===== src/rtl/pipe_hazard_ctrl_pkg.sv =====
`default_nettype none
// ============================================================================
// Module      : pipe_hazard_ctrl_pkg
// Description : Shared constants for the pipeline hazard controller:
//               MDU FSM state encodings, the "operand unused" Tuse marker
//               and the default MDU latencies.
// Revision    : 1.0 - initial release
// ============================================================================
package pipe_hazard_ctrl_pkg;

    // MDU busy FSM state encodings
    localparam logic [0:0] c_ST_IDLE = 1'b0;
    localparam logic [0:0] c_ST_BUSY = 1'b1;

    // Tuse value marking an operand the D-stage instruction does not read
    localparam logic [1:0] c_TUSE_UNUSED = 2'd3;

    // Default MDU busy cycles
    localparam int c_MULT_CYC_DEF = 5;
    localparam int c_DIV_CYC_DEF  = 10;

    // Counter width able to hold the larger of the two latencies
    function automatic int cnt_width(input int a, input int b);
        int m;
        m = (a > b) ? a : b;
        return (m < 2) ? 1 : $clog2(m + 1);
    endfunction

endpackage
`default_nettype wire


===== src/rtl/pipe_hazard_ctrl_mdu_busy_fsm.sv =====
`default_nettype none
// ============================================================================
// Module      : mdu_busy_fsm
// Description : Two-state (IDLE/BUSY) tracker of the multiply/divide unit.
//               A start in IDLE loads the latency counter; BUSY counts down
//               and returns to IDLE on the edge where the counter reads 1.
//               Starts seen while BUSY are ignored.
// Ports       : clk    - clock, rising edge
//               reset  - synchronous, active-low reset
//               start  - mult/div issued from E stage this cycle
//               is_div - qualifies start: 1 = div, 0 = mult
//               busy   - MDU operation in progress
// Revision    : 1.0 - initial release
// ============================================================================
module mdu_busy_fsm
    import pipe_hazard_ctrl_pkg::*;
#(
    parameter int MULT_CYC = c_MULT_CYC_DEF,
    parameter int DIV_CYC  = c_DIV_CYC_DEF
) (
    input  logic clk,
    input  logic reset,
    input  logic start,
    input  logic is_div,
    output logic busy
);

    localparam int c_CNT_W = cnt_width(MULT_CYC, DIV_CYC);
    localparam logic [c_CNT_W-1:0] c_MULT_LD = c_CNT_W'(MULT_CYC);
    localparam logic [c_CNT_W-1:0] c_DIV_LD  = c_CNT_W'(DIV_CYC);
    localparam logic [c_CNT_W-1:0] c_ONE     = c_CNT_W'(1);

    logic [0:0]         r_state;
    logic [0:0]         w_state_nxt;
    logic [c_CNT_W-1:0] r_cnt;
    logic [c_CNT_W-1:0] w_cnt_nxt;

    always_comb begin
        w_state_nxt = r_state;
        w_cnt_nxt   = r_cnt;
        case (r_state)
            c_ST_IDLE: begin
                if (start) begin
                    w_state_nxt = c_ST_BUSY;
                    w_cnt_nxt   = is_div ? c_DIV_LD : c_MULT_LD;
                end
            end
            c_ST_BUSY: begin
                w_cnt_nxt = r_cnt - c_ONE;
                if (r_cnt == c_ONE) begin
                    w_state_nxt = c_ST_IDLE;
                end
            end
            default: begin
                w_state_nxt = c_ST_IDLE;
                w_cnt_nxt   = '0;
            end
        endcase
    end

    always_ff @(posedge clk) begin
        if (!reset) begin
            r_state <= c_ST_IDLE;
            r_cnt   <= '0;
        end else begin
            r_state <= w_state_nxt;
            r_cnt   <= w_cnt_nxt;
        end
    end

    assign busy = (r_state == c_ST_BUSY);

endmodule
`default_nettype wire


===== src/rtl/pipe_hazard_ctrl.sv =====
`default_nettype none
// ============================================================================
// Module      : pipe_hazard_ctrl
// Description : Stall/flush controller for a 5-stage pipeline. Compares the
//               D-stage source registers against the E/M destinations using
//               Tuse/Tnew timing, adds an MDU-busy stall, and drives the
//               F/D write enables and the E bubble. Optional stall-cycle
//               counter is built only when STALL_CNT_EN is defined;
//               otherwise stall_cnt is tied to zero.
// Ports       : clk, reset (sync active-low)
//               D_rs/D_rt, D_Tuse_rs/D_Tuse_rt, D_is_MDU - D-stage operands
//               E_A3/E_Tnew, M_A3/M_Tnew                 - producers in E/M
//               E_start/E_is_div                          - MDU issue
//               F_WE, D_WE, E_Flush                       - pipeline control
//               MDU_busy, stall_cnt                        - status
// Revision    : 1.0 - initial release
// ============================================================================
module pipe_hazard_ctrl
    import pipe_hazard_ctrl_pkg::*;
#(
    parameter int MULT_CYC = c_MULT_CYC_DEF,
    parameter int DIV_CYC  = c_DIV_CYC_DEF
) (
    input  logic        clk,
    input  logic        reset,
    input  logic [4:0]  D_rs,
    input  logic [4:0]  D_rt,
    input  logic [1:0]  D_Tuse_rs,
    input  logic [1:0]  D_Tuse_rt,
    input  logic        D_is_MDU,
    input  logic [4:0]  E_A3,
    input  logic [1:0]  E_Tnew,
    input  logic [4:0]  M_A3,
    input  logic [1:0]  M_Tnew,
    input  logic        E_start,
    input  logic        E_is_div,
    output logic        F_WE,
    output logic        D_WE,
    output logic        E_Flush,
    output logic        MDU_busy,
    output logic [31:0] stall_cnt
);

    logic w_stall_rs;
    logic w_stall_rt;
    logic w_stall_mdu;
    logic w_stall;

    // A source must wait while some producer's result arrives later than
    // the source is needed. $zero is never a real dependency. An unused
    // operand (Tuse = 3) can never be exceeded by a legal Tnew, but it is
    // excluded explicitly so out-of-range Tnew values cannot stall either.
    function automatic logic src_hazard(
        input logic [4:0] src,
        input logic [1:0] tuse,
        input logic [4:0] e_a3,
        input logic [1:0] e_tnew,
        input logic [4:0] m_a3,
        input logic [1:0] m_tnew
    );
        logic w_e_hit;
        logic w_m_hit;
        w_e_hit = (src == e_a3) && (e_tnew > tuse);
        w_m_hit = (src == m_a3) && (m_tnew > tuse);
        return (src != 5'd0) && (tuse != c_TUSE_UNUSED) && (w_e_hit || w_m_hit);
    endfunction

    assign w_stall_rs = src_hazard(D_rs, D_Tuse_rs, E_A3, E_Tnew, M_A3, M_Tnew);
    assign w_stall_rt = src_hazard(D_rt, D_Tuse_rt, E_A3, E_Tnew, M_A3, M_Tnew);

    // E_start is included so an MDU instruction right behind a just-issued
    // mult/div stalls in the issue cycle, before MDU_busy rises.
    assign w_stall_mdu = D_is_MDU && (MDU_busy || E_start);

    assign w_stall = w_stall_rs | w_stall_rt | w_stall_mdu;

    assign F_WE    = ~w_stall;
    assign D_WE    = ~w_stall;
    assign E_Flush = w_stall;

    mdu_busy_fsm #(
        .MULT_CYC (MULT_CYC),
        .DIV_CYC  (DIV_CYC)
    ) u_mdu_busy_fsm (
        .clk    (clk),
        .reset  (reset),
        .start  (E_start),
        .is_div (E_is_div),
        .busy   (MDU_busy)
    );

`ifdef STALL_CNT_EN
    logic [31:0] r_stall_cnt;

    always_ff @(posedge clk) begin
        if (!reset) begin
            r_stall_cnt <= 32'd0;
        end else if (w_stall && (r_stall_cnt != 32'hFFFF_FFFF)) begin
            r_stall_cnt <= r_stall_cnt + 32'd1;
        end
    end

    assign stall_cnt = r_stall_cnt;
`else
    assign stall_cnt = 32'd0;
`endif

endmodule
`default_nettype wire

===== config.mk =====
export PLATFORM = sky130hd
export DESIGN_NAME = pipe_hazard_ctrl
export DESIGN_NICKNAME = d
export VERILOG_FILES = /design/src/rtl/pipe_hazard_ctrl_pkg.sv /design/src/rtl/pipe_hazard_ctrl_mdu_busy_fsm.sv /design/src/rtl/pipe_hazard_ctrl.sv
export SDC_FILE = /design/constraint.sdc
export NUM_CORES = 1
export LEC_CHECK = 0
export ABC_AREA = 1
export ABC_CLOCK_PERIOD_IN_PS = 1350
export CAP_MARGIN = 15
export CORE_UTILIZATION = 35
export CTS_BUF_LIST = sky130_fd_sc_hd__clkbuf_4
export CTS_CLUSTER_DIAMETER = 60
export DETAILED_ROUTE_END_ITERATION = 12
export HOLD_SLACK_MARGIN = 0.06
export PLACE_DENSITY = 0.85
export SLEW_MARGIN = 20
export SYNTH_ARGS = -nofsm -noshare
export SYNTH_HDL_FRONTEND = slang
export SYNTH_SLANG_ARGS = --single-unit

===== constraint.sdc =====
create_clock -name clk -period 1.35 [get_ports clk]
set_input_delay 0.2025 -clock clk [delete_from_list [all_inputs] [get_ports clk]]
set_output_delay 0.2025 -clock clk [all_outputs]
set_load 0.05 [all_outputs]

* After elaboration in Yosys (flattened, before gate mapping) *
Index checks and enable logic that the tools add are counted.

storage, ports and cells
  register bits after elaboration = 5
  input port bits = 33
  output and inout bits = 36
  logic and storage cells = 39

cells by class
  add/subtract/negate cells = 1
  order comparisons = 4
  equal/unequal tests = 8
  mux-type cells = 6
  bitwise operators = 4
  reductions and logical operators = 14

operators by type and width
  operator                                                               count
  5-bit equality test                                                    4
  5-bit nonzero test                                                     2
  1-bit logical AND                                                      9
  2-bit greater-than comparator                                          4
  4-bit 2-to-1 mux                                                       2
  4-bit case mux with 2 select lines                                     1
  2-bit inequality test, second input constant                           3
  4-bit by 1-bit equality test with 1-bit output, second input constant  1
  4-bit by 1-bit subtractor with 4-bit output, second input constant     1
  1-bit logical OR                                                       3
  1-bit 2-to-1 mux                                                       2
  1-bit inverter                                                         2
  1-bit bitwise OR                                                       2
  1-bit case mux with 2 select lines                                     1

* Logic depth before layout (Yosys ltp) *
Gate-level depths: netlist (run 1).

  word-level depth = 7
  mapped depth = 13
  gate-level depth less buffers = 12

* Hierarchy *
A second synthesis (run 1) with hierarchy kept.

second synthesis, totals
  cells, all modules = 221
  area total of the unflattened synthesis = 1194.9 um^2

modules (own cells, without submodules)
  module            instances  cells each  area each (um^2)  sequential area each (um^2)
  pipe_hazard_ctrl  1          173         884.6             0.0
  mdu_busy_fsm      1          48          310.3             100.1

* Least setup slack after synthesis (run 1) *
OpenSTA, ideal clock, no wires.

  path kind = flip-flop to output port
  from = register u_mdu_busy_fsm.r_state, in the netlist u_mdu_busy_fsm.busy
  to = output F_WE
  data arrival time = 2.009 ns
  required time = 1.148 ns
  setup slack = -0.861 ns
  stages on the path, launching flop included = 7
  path buffers = 1
  path through = dfxtp_1 nor2_4 clkinv_2 nand2_1 nand2_1 nor2_1 buf_4

on the way
  word-level cells in the longest chain between the ends = 4

RTL lines
  item                      RTL line                             source
  start: declaration        pipe_hazard_ctrl_mdu_busy_fsm.sv:33  logic [0:0] r_state;
  start signal: assignment  pipe_hazard_ctrl_mdu_busy_fsm.sv:63  r_state <= c_ST_IDLE;
  start signal: assignment  pipe_hazard_ctrl_mdu_busy_fsm.sv:66  r_state <= w_state_nxt;
  1-bit logical OR          pipe_hazard_ctrl.sv:73               assign w_stall_mdu = D_is_MDU && (MDU_busy || E_start);
  1-bit logical AND         pipe_hazard_ctrl.sv:73
  1-bit bitwise OR          pipe_hazard_ctrl.sv:75               assign w_stall = w_stall_rs | w_stall_rt | w_stall_mdu;
  1-bit inverter            --
  end: declaration          pipe_hazard_ctrl.sv:37               output logic F_WE,

No other way between the ends.

* Final worst setup path (run 1) *
  from = input M_Tnew[1]
  to = output F_WE

on the way
  word-level cells in the longest chain between the ends = 7
  elaborated cells between the ends (all ways) = 11
  those cells by class = 2 x order compare; 3 x bitwise; 6 x reduce/logical

RTL lines
  item                               RTL line                source
  start: declaration                 pipe_hazard_ctrl.sv:34  input logic [1:0] M_Tnew,
  2-bit greater-than comparator      pipe_hazard_ctrl.sv:64  w_m_hit = (src == m_a3) && (m_tnew > tuse);
  1-bit logical AND                  pipe_hazard_ctrl.sv:64
  1-bit logical OR                   pipe_hazard_ctrl.sv:65  return (src != 5'd0) && (tuse != c_TUSE_UNUSED) && (w_e_hit || w_m_hit);
  1-bit logical AND                  pipe_hazard_ctrl.sv:65
  1-bit bitwise OR (*) (2 in a row)  pipe_hazard_ctrl.sv:75
  1-bit inverter (*)                 pipe_hazard_ctrl.sv:77  assign F_WE = ~w_stall;

Mark *: on every way between the ends. The rest lies on a longest branch, timed or not.

==> flow_summary.json, run 1 <==
{
  "outcome": "complete, but fails checks",
  "violations": "setup timing",
  "postCtsHoldBufs": 0,
  "vias_per_cell": 4.142,
  "clk_path_buf_depth": 2,
  "worst_ep_required_time_ps": 1150,
  "drive_above_1_share_pct": 26.12,
  "insertion_delay_ps": 240,
  "first_iter_violations": 50,
  "postPlaceCellArea_um2": 1588,
  "crit_type": "in2out",
  "synth.distinct_cells": 27,
  "grt_start_max_net_pins": 7,
  "dieWidth_um": 59.63,
  "antenna_cells": 0,
  "root_buffer": "clkbuf_4",
  "fin_crit_ps": 1632,
  "nFillCells": 317,
  "synth_cells": 203,
  "setup_viol": 3,
  "drc_errors": 0,
  "irDropWorstVdd_uv": 241.9,
  "dieArea_um2": 3556,
  "endpoint_kind": "primary output",
  "drt-total-wl_um": 2599,
  "synth_area_per_cell_um2": 5.726,
  "finalWorstSetupSlack_ps": -281.6,
  "min_from": "u_mdu_busy_fsm.r_cnt[1]",
  "dp.cells": 286,
  "wl_per_cell_um": 8.993,
  "arrival_ps": 1430,
  "fmaxAchievable_mhz": 612.9,
  "min_to": "u_mdu_busy_fsm.r_cnt[1]",
  "syn2layout_area_growth_pct": 41.55,
  "grt_setup_unrepaired": "yes",
  "hold_viol": 0,
  "clkTransAtPathRegs_ps": 40,
  "ant_nets": 0,
  "stdcell_count": 289,
  "syn_area_um2": 1162,
  "synth_top_area_share_pct": 21.31,
  "finalMaxSlewViolations": 0,
  "post_cts.repair.setup_buffers": 0,
  "powerDensity_nw_per_um2": 655.6,
  "overflow": 0,
  "grt_use_total_pct": 15.10,
  "synth_most_common_cell": "nand2_1",
  "skew_ps": 4.294,
  "min_path_type": "reg2reg",
  "r2r_end": "u_mdu_busy_fsm.r_cnt[1]",
  "dp_hpwl_um": 2241,
  "p_leak_nw": 0.9188,
  "cts_tree": "yes",
  "reg2reg_slack_ps": 290,
  "holdPathStages": 2,
  "ioPinCount": 69,
  "yosysWarnings": 0,
  "numCtsBuffers": 3,
  "start_util_pct": 37.46,
  "yosysSeqAreaShare_pct": 8.611,
  "htree_levels": 1,
  "critPathMaxFanout": 2,
  "synth_enable_flop_cells": 0,
  "reg2regPathDepth": 5,
  "synth_top_flop_cell": "dfxtp_1",
  "finalNetCount": 289,
  "antenna_found_initial": 0,
  "synth_area_leaders": "buf_4, nand2_1, ha_1",
  "grt_pass1_vias": 997,
  "vias": 1197,
  "drv_cap": 0,
  "crit_path_start_kind": "input port",
  "synthTopCellsByCount": "nand2_1, buf_4, inv_1",
  "synth_largest_area_cell": "buf_4",
  "async_flop_share_pct": 0,
  "port_buffers": 36,
  "floorplan.rows": 20,
  "gp_congestion": 0.8931,
  "clock_sinks": 5,
  "ys_seq_elements": 5,
  "r2r_start": "u_mdu_busy_fsm.r_cnt[0]",
  "die_y_um": 59.63,
  "finalCritPeriodShare_pct": 120.9,
  "drt-pass1-iter-count": 4,
  "final_cell_area_um2": 1645,
  "grt_pass1_wl_um": 4105,
  "core_um2": 3103
}
## cell families after synthesis
logic type | count (synthesis) | share of synthesized area (%)
AO/OA/AOI/OAI | 14 | 8.826
other | 1 | 0.3226
AND/OR/NAND/NOR | 99 | 35.09
flip-flops | 5 | 8.612
adder cells (fa/ha/maj) | 10 | 10.76
buffers and inverters | 70 | 33.37
XOR/XNOR | 4 | 3.015
## layout by cell type, fill, tap and decap left out, types with 2 or more instances in the layout
cell             instances
a21oi_2                  2
buf_12                   4
buf_2                    5
buf_4                    4
buf_6                    2
clkbuf_4                 4
clkdlybuf4s50_1          4
conb_1                  32
dfxtp_1                  4
dlygate4sd2_1           20
ha_1                     3
ha_4                     6
inv_1                   19
inv_2                   14
inv_4                    2
nand2_1                 58
nand2_2                  5
nand3_1                  5
nand3_2                  3
nand4_1                  2
nor2_1                  19
nor2_2                   3
nor2_4                   2
o21ai_0                  2
o21ai_1                  2
o21bai_1                 2
xnor2_1                  3
## timing repair
item	CTS	global route
gates cloned	0	0
gates resized for setup	72	7
pin swaps	28	12
setup endpoints to repair	3	3
## metrics by stage
step                power, mW  utilization (%)  hold slack, ps  setup WS [ps]  setup TNS (ps)
CTS                     1.075            52.62           506.3         -307.7          -877.0
detailed placement     0.8751            51.17           496.8         -780.1           -2293
floorplan              0.7188                -           322.5         -265.5          -471.5
global route            1.151            53.02           526.5         -360.4          -990.6
finish                  1.079            53.02           498.9         -281.6          -770.3
global placement       0.8682            51.17           481.1         -762.1           -2227
## where the power goes
part           internal, mW  total, mW  switching [mW]
sequential            0.165      0.176          0.0109
combinational         0.245      0.709           0.464
clock                 0.132      0.194          0.0622
total                 0.541       1.08           0.537
## state kept, by name, indices dropped and copies added (netlist names)
register              count
u_mdu_busy_fsm.busy       1
u_mdu_busy_fsm.r_cnt      4
## worst max-delay path: stages
cell and delay, ps:
buf_8 100, buf_6 110, ha_4 270, nand2_4 50, nand3_2 50, nor2_1 40
nand3_1 70, nand2_1 60, nand2_2 80, nand2_2 60, nor2_4 160, buf_12 150
## worst max-delay path by stage
stage | start | end | slack (ps) | cells after the start
floorplan | D_Tuse_rt[1] | F_WE | -270 | 13
global placement | D_Tuse_rs[1] | F_WE | -760 | 12
detailed placement | D_Tuse_rs[1] | F_WE | -780 | 12
CTS | D_Tuse_rt[1] | F_WE | -310 | 14
global route | M_Tnew[1] | F_WE | -360 | 11
finish | M_Tnew[1] | F_WE | -280 | 12
## per-layer routing
metal	part of all wire (%)	wire, um	track usage, %	vias to the layer above
li1	-	-	-	635
met1	42	1100	18.12	510
met2	50	1306	27.45	50
met3	6.6	171	3.275	2
met4	0.81	21	2.990	0
met5	0	0	0	-
## final cells by class
class / count / area (um2) / area share [%]
repair buffers: 40 / 387.9 / 23.57
well taps: 44 / 55.05 / 3.346
flip-flops and latches: 5 / 101.3 / 6.160
inverters: 37 / 157.7 / 9.582
multi-input cells: 159 / 913.4 / 55.51
clock buffers: 4 / 30.03 / 1.825
Note: power is estimated with default switching activity, not from simulation.
==> run 2: changes to the inputs <==
--- a/config.mk
+++ b/config.mk
@@ -5,15 +5,14 @@
 export SDC_FILE = /design/constraint.sdc
 export NUM_CORES = 1
 export LEC_CHECK = 0
-export ABC_AREA = 1
 export ABC_CLOCK_PERIOD_IN_PS = 1350
 export CAP_MARGIN = 15
-export CORE_UTILIZATION = 35
+export CORE_UTILIZATION = 32
 export CTS_BUF_LIST = sky130_fd_sc_hd__clkbuf_4
 export CTS_CLUSTER_DIAMETER = 60
 export DETAILED_ROUTE_END_ITERATION = 12
 export HOLD_SLACK_MARGIN = 0.06
-export PLACE_DENSITY = 0.85
+export PLACE_DENSITY = 0.84
 export SLEW_MARGIN = 20
 export SYNTH_ARGS = -nofsm -noshare
 export SYNTH_HDL_FRONTEND = slang
==> run 2 against run 1 <==
The run ends with DRC, setup timing left. Final cell count down 29%. Clock power down 3%. Register-to-register slack worse by 50 ps. Via count down 24%. First-iteration DRC count down 38%. Die area down 8.0%. Non-clock buffer count up 4. Area after synthesis down 16%. Flip-flop and latch count unchanged. Core utilization up 1.6 points. Critical path depth down 5. Critical path type unchanged. Largest cell class unchanged. Highest routed layer unchanged.
==> flow_summary.json, run 2 <==
{
  "outcome": "complete, but fails checks",
  "violations": "DRC, setup timing",
  "gp_congestion": 0.8724,
  "r2r_start": "u_mdu_busy_fsm.r_cnt[0]",
  "ys_seq_elements": 5,
  "ioPinCount": 69,
  "vias": 915,
  "finalCritPeriodShare_pct": 127.9,
  "skew_ps": 0.2083,
  "largest_register_ffs": 4,
  "fin_crit_ps": 1726,
  "first_iter_violations": 31,
  "synth_top_flop_cell": "dfxtp_1",
  "dp_hpwl_um": 1871,
  "endpoint_kind": "primary output",
  "min_from": "u_mdu_busy_fsm.r_cnt[3]",
  "core_um2": 2829,
  "stdcell_count": 205,
  "grt_pass1_vias": 920,
  "holdPathStages": 2,
  "antenna_found_initial": 0,
  "root_buffer": "clkbuf_4",
  "syn_area_um2": 974.7,
  "finalMaxSlewViolations": 0,
  "fmaxAchievable_mhz": 579.2,
  "nFillCells": 256,
  "yosysSeqAreaShare_pct": 10.27,
  "p_leak_nw": 0.6909,
  "overflow": 0,
  "antenna_cells": 0,
  "dieArea_um2": 3271,
  "async_flop_share_pct": 0,
  "vias_per_cell": 4.463,
  "arrival_ps": 1520,
  "drc_errors": 12,
  "insertion_delay_ps": 240,
  "multi_input_area_um2": 879.6,
  "wl_per_cell_um": 11.60,
  "finalNetCount": 218,
  "synthTopCellsByCount": "buf_4, xnor2_1, inv_1",
  "drt-total-wl_um": 2379,
  "ant_nets": 0,
  "yosysWarnings": 0,
  "synth_enable_flop_cells": 0,
  "clk_path_buf_depth": 2,
  "irDropWorstVdd_uv": 507.8,
  "synth.distinct_cells": 26,
  "setup_viol": 3,
  "htree_levels": 1,
  "hold_viol": 0,
  "worst_ep_required_time_ps": 1150,
  "synth_largest_area_cell": "buf_4",
  "mostFrequentLayoutCells": "conb_1, dlygate4sd2_1, xnor2_1",
  "floorplan.rows": 19,
  "syn2layout_area_growth_pct": 58.66,
  "drv_cap": 0,
  "synth_area_leaders": "buf_4, ha_1, xnor2_1",
  "regArea_um2": 101.3,
  "port_buffers": 36,
  "synth_most_common_cell": "buf_4",
  "finalWorstSetupSlack_ps": -376.4,
  "grt_pass1_wl_um": 3974,
  "synth_top_area_share_pct": 25.42,
  "cts_tree": "yes",
  "powerDensity_nw_per_um2": 683.8,
  "start_util_pct": 34.45,
  "crit_path_start_kind": "input port",
  "critPathMaxFanout": 3,
  "synth_area_per_cell_um2": 7.556,
  "die_y_um": 57.19,
  "power_mw": 1.058,
  "min_path_type": "reg2reg",
  "grt_setup_unrepaired": "yes",
  "dp.cells": 199,
  "clkTransAtPathRegs_ps": 40,
  "regMostFlops": "u_mdu_busy_fsm.r_cnt",
  "grt_start_max_net_pins": 13,
  "clock_sinks": 5,
  "dieWidth_um": 57.19,
  "layout_commonest_cell": "conb_1",
  "reg2regPathDepth": 4,
  "grt_use_total_pct": 15.84,
  "drive_above_1_share_pct": 33.33,
  "drt-pass1-iter-count": 10,
  "numCtsBuffers": 3,
  "startpoint": "D_rt[1]",
  "synth_cells": 129,
  "crit_type": "in2out"
}
## run 2: cell count changes after synthesis, sizes merged, moves of 5 or more
cell / delta
inv: -25
nor2b: +5
nand3: -6
xor2: +7
xnor2: +9
nor2: -21
nand2: -57
## run 2: metal layers
metal  track usage (%)  vias up  part of all wire [%]
met3             2.721        2                   4.4
met2             32.44       36                    57
met5                 0        -                     0
met4             1.045        0                  0.34
li1                  -      460                     -
met1             17.43      417                    38
## run 2: stage by stage
stage / area [um2] / setup TNS (ps) / hold slack, ps / utilization (%) / setup WS, ps
finish: 1546 / -1085 / 473.3 / 54.67 / -376.4
global route: 1546 / -1244 / 514.6 / 54.67 / -417.7
CTS: 1501 / -1090 / 478.1 / 53.07 / -372.3
detailed placement: 1383 / -2292 / 468.9 / 48.87 / -749.7
global placement: 1383 / -2344 / 464.6 / 48.87 / -774.4
floorplan: 1159 / -500.6 / 329.0 / - / -233.8
## run 2: path summary, 6_finish.rpt
kind / endpoint / slack [ps]
min: u_mdu_busy_fsm.busy / 470
max: F_WE / -380
max reg2reg: u_mdu_busy_fsm.r_cnt[2] / 240
min reg2reg: u_mdu_busy_fsm.busy / 470
## run 2: repair_timing
action,CTS,global route
hold buffers,0,0
gates resized for setup,91,13
gates cloned,0,0
pin swaps,28,10
endpoints found under the setup margin,3,3
buffers inserted,2,0
## run 2: cell families after synthesis
group                      Yosys count  synth area share [%]
AOI/OAI and AO/OA                   17                 10.66
xor gates and xnor gates            20                 17.97
adders and majority gates           10                 12.84
buffers and inverters               45                 30.17
DFF                                  5                 10.27
muxes                                2                 2.054
other                                1                0.3847
and+or+nand+nor                     29                 15.66
## run 2: final cells by class
type / instances / area share [%]
multi-input cells: 110 / 56.88
repair buffers: 44 / 28.80
flip-flops and latches: 5 / 6.553
inverters: 11 / 3.317
well taps: 31 / 2.508
clock buffers: 4 / 1.942
## run 2: critical path, cell delays in order
cell and delay [ps]:
dlygate4sd2_1 280, xnor2_1 170, nand4_1 150, nor4_2 220, o221ai_2 140, and3_4 220
buf_12 140
## run 2: report_power, final
group / switching (mW) / internal [mW]
registers: 0.0101 / 0.164
clock network: 0.0578 / 0.132
logic: 0.432 / 0.262
total: 0.500 / 0.558
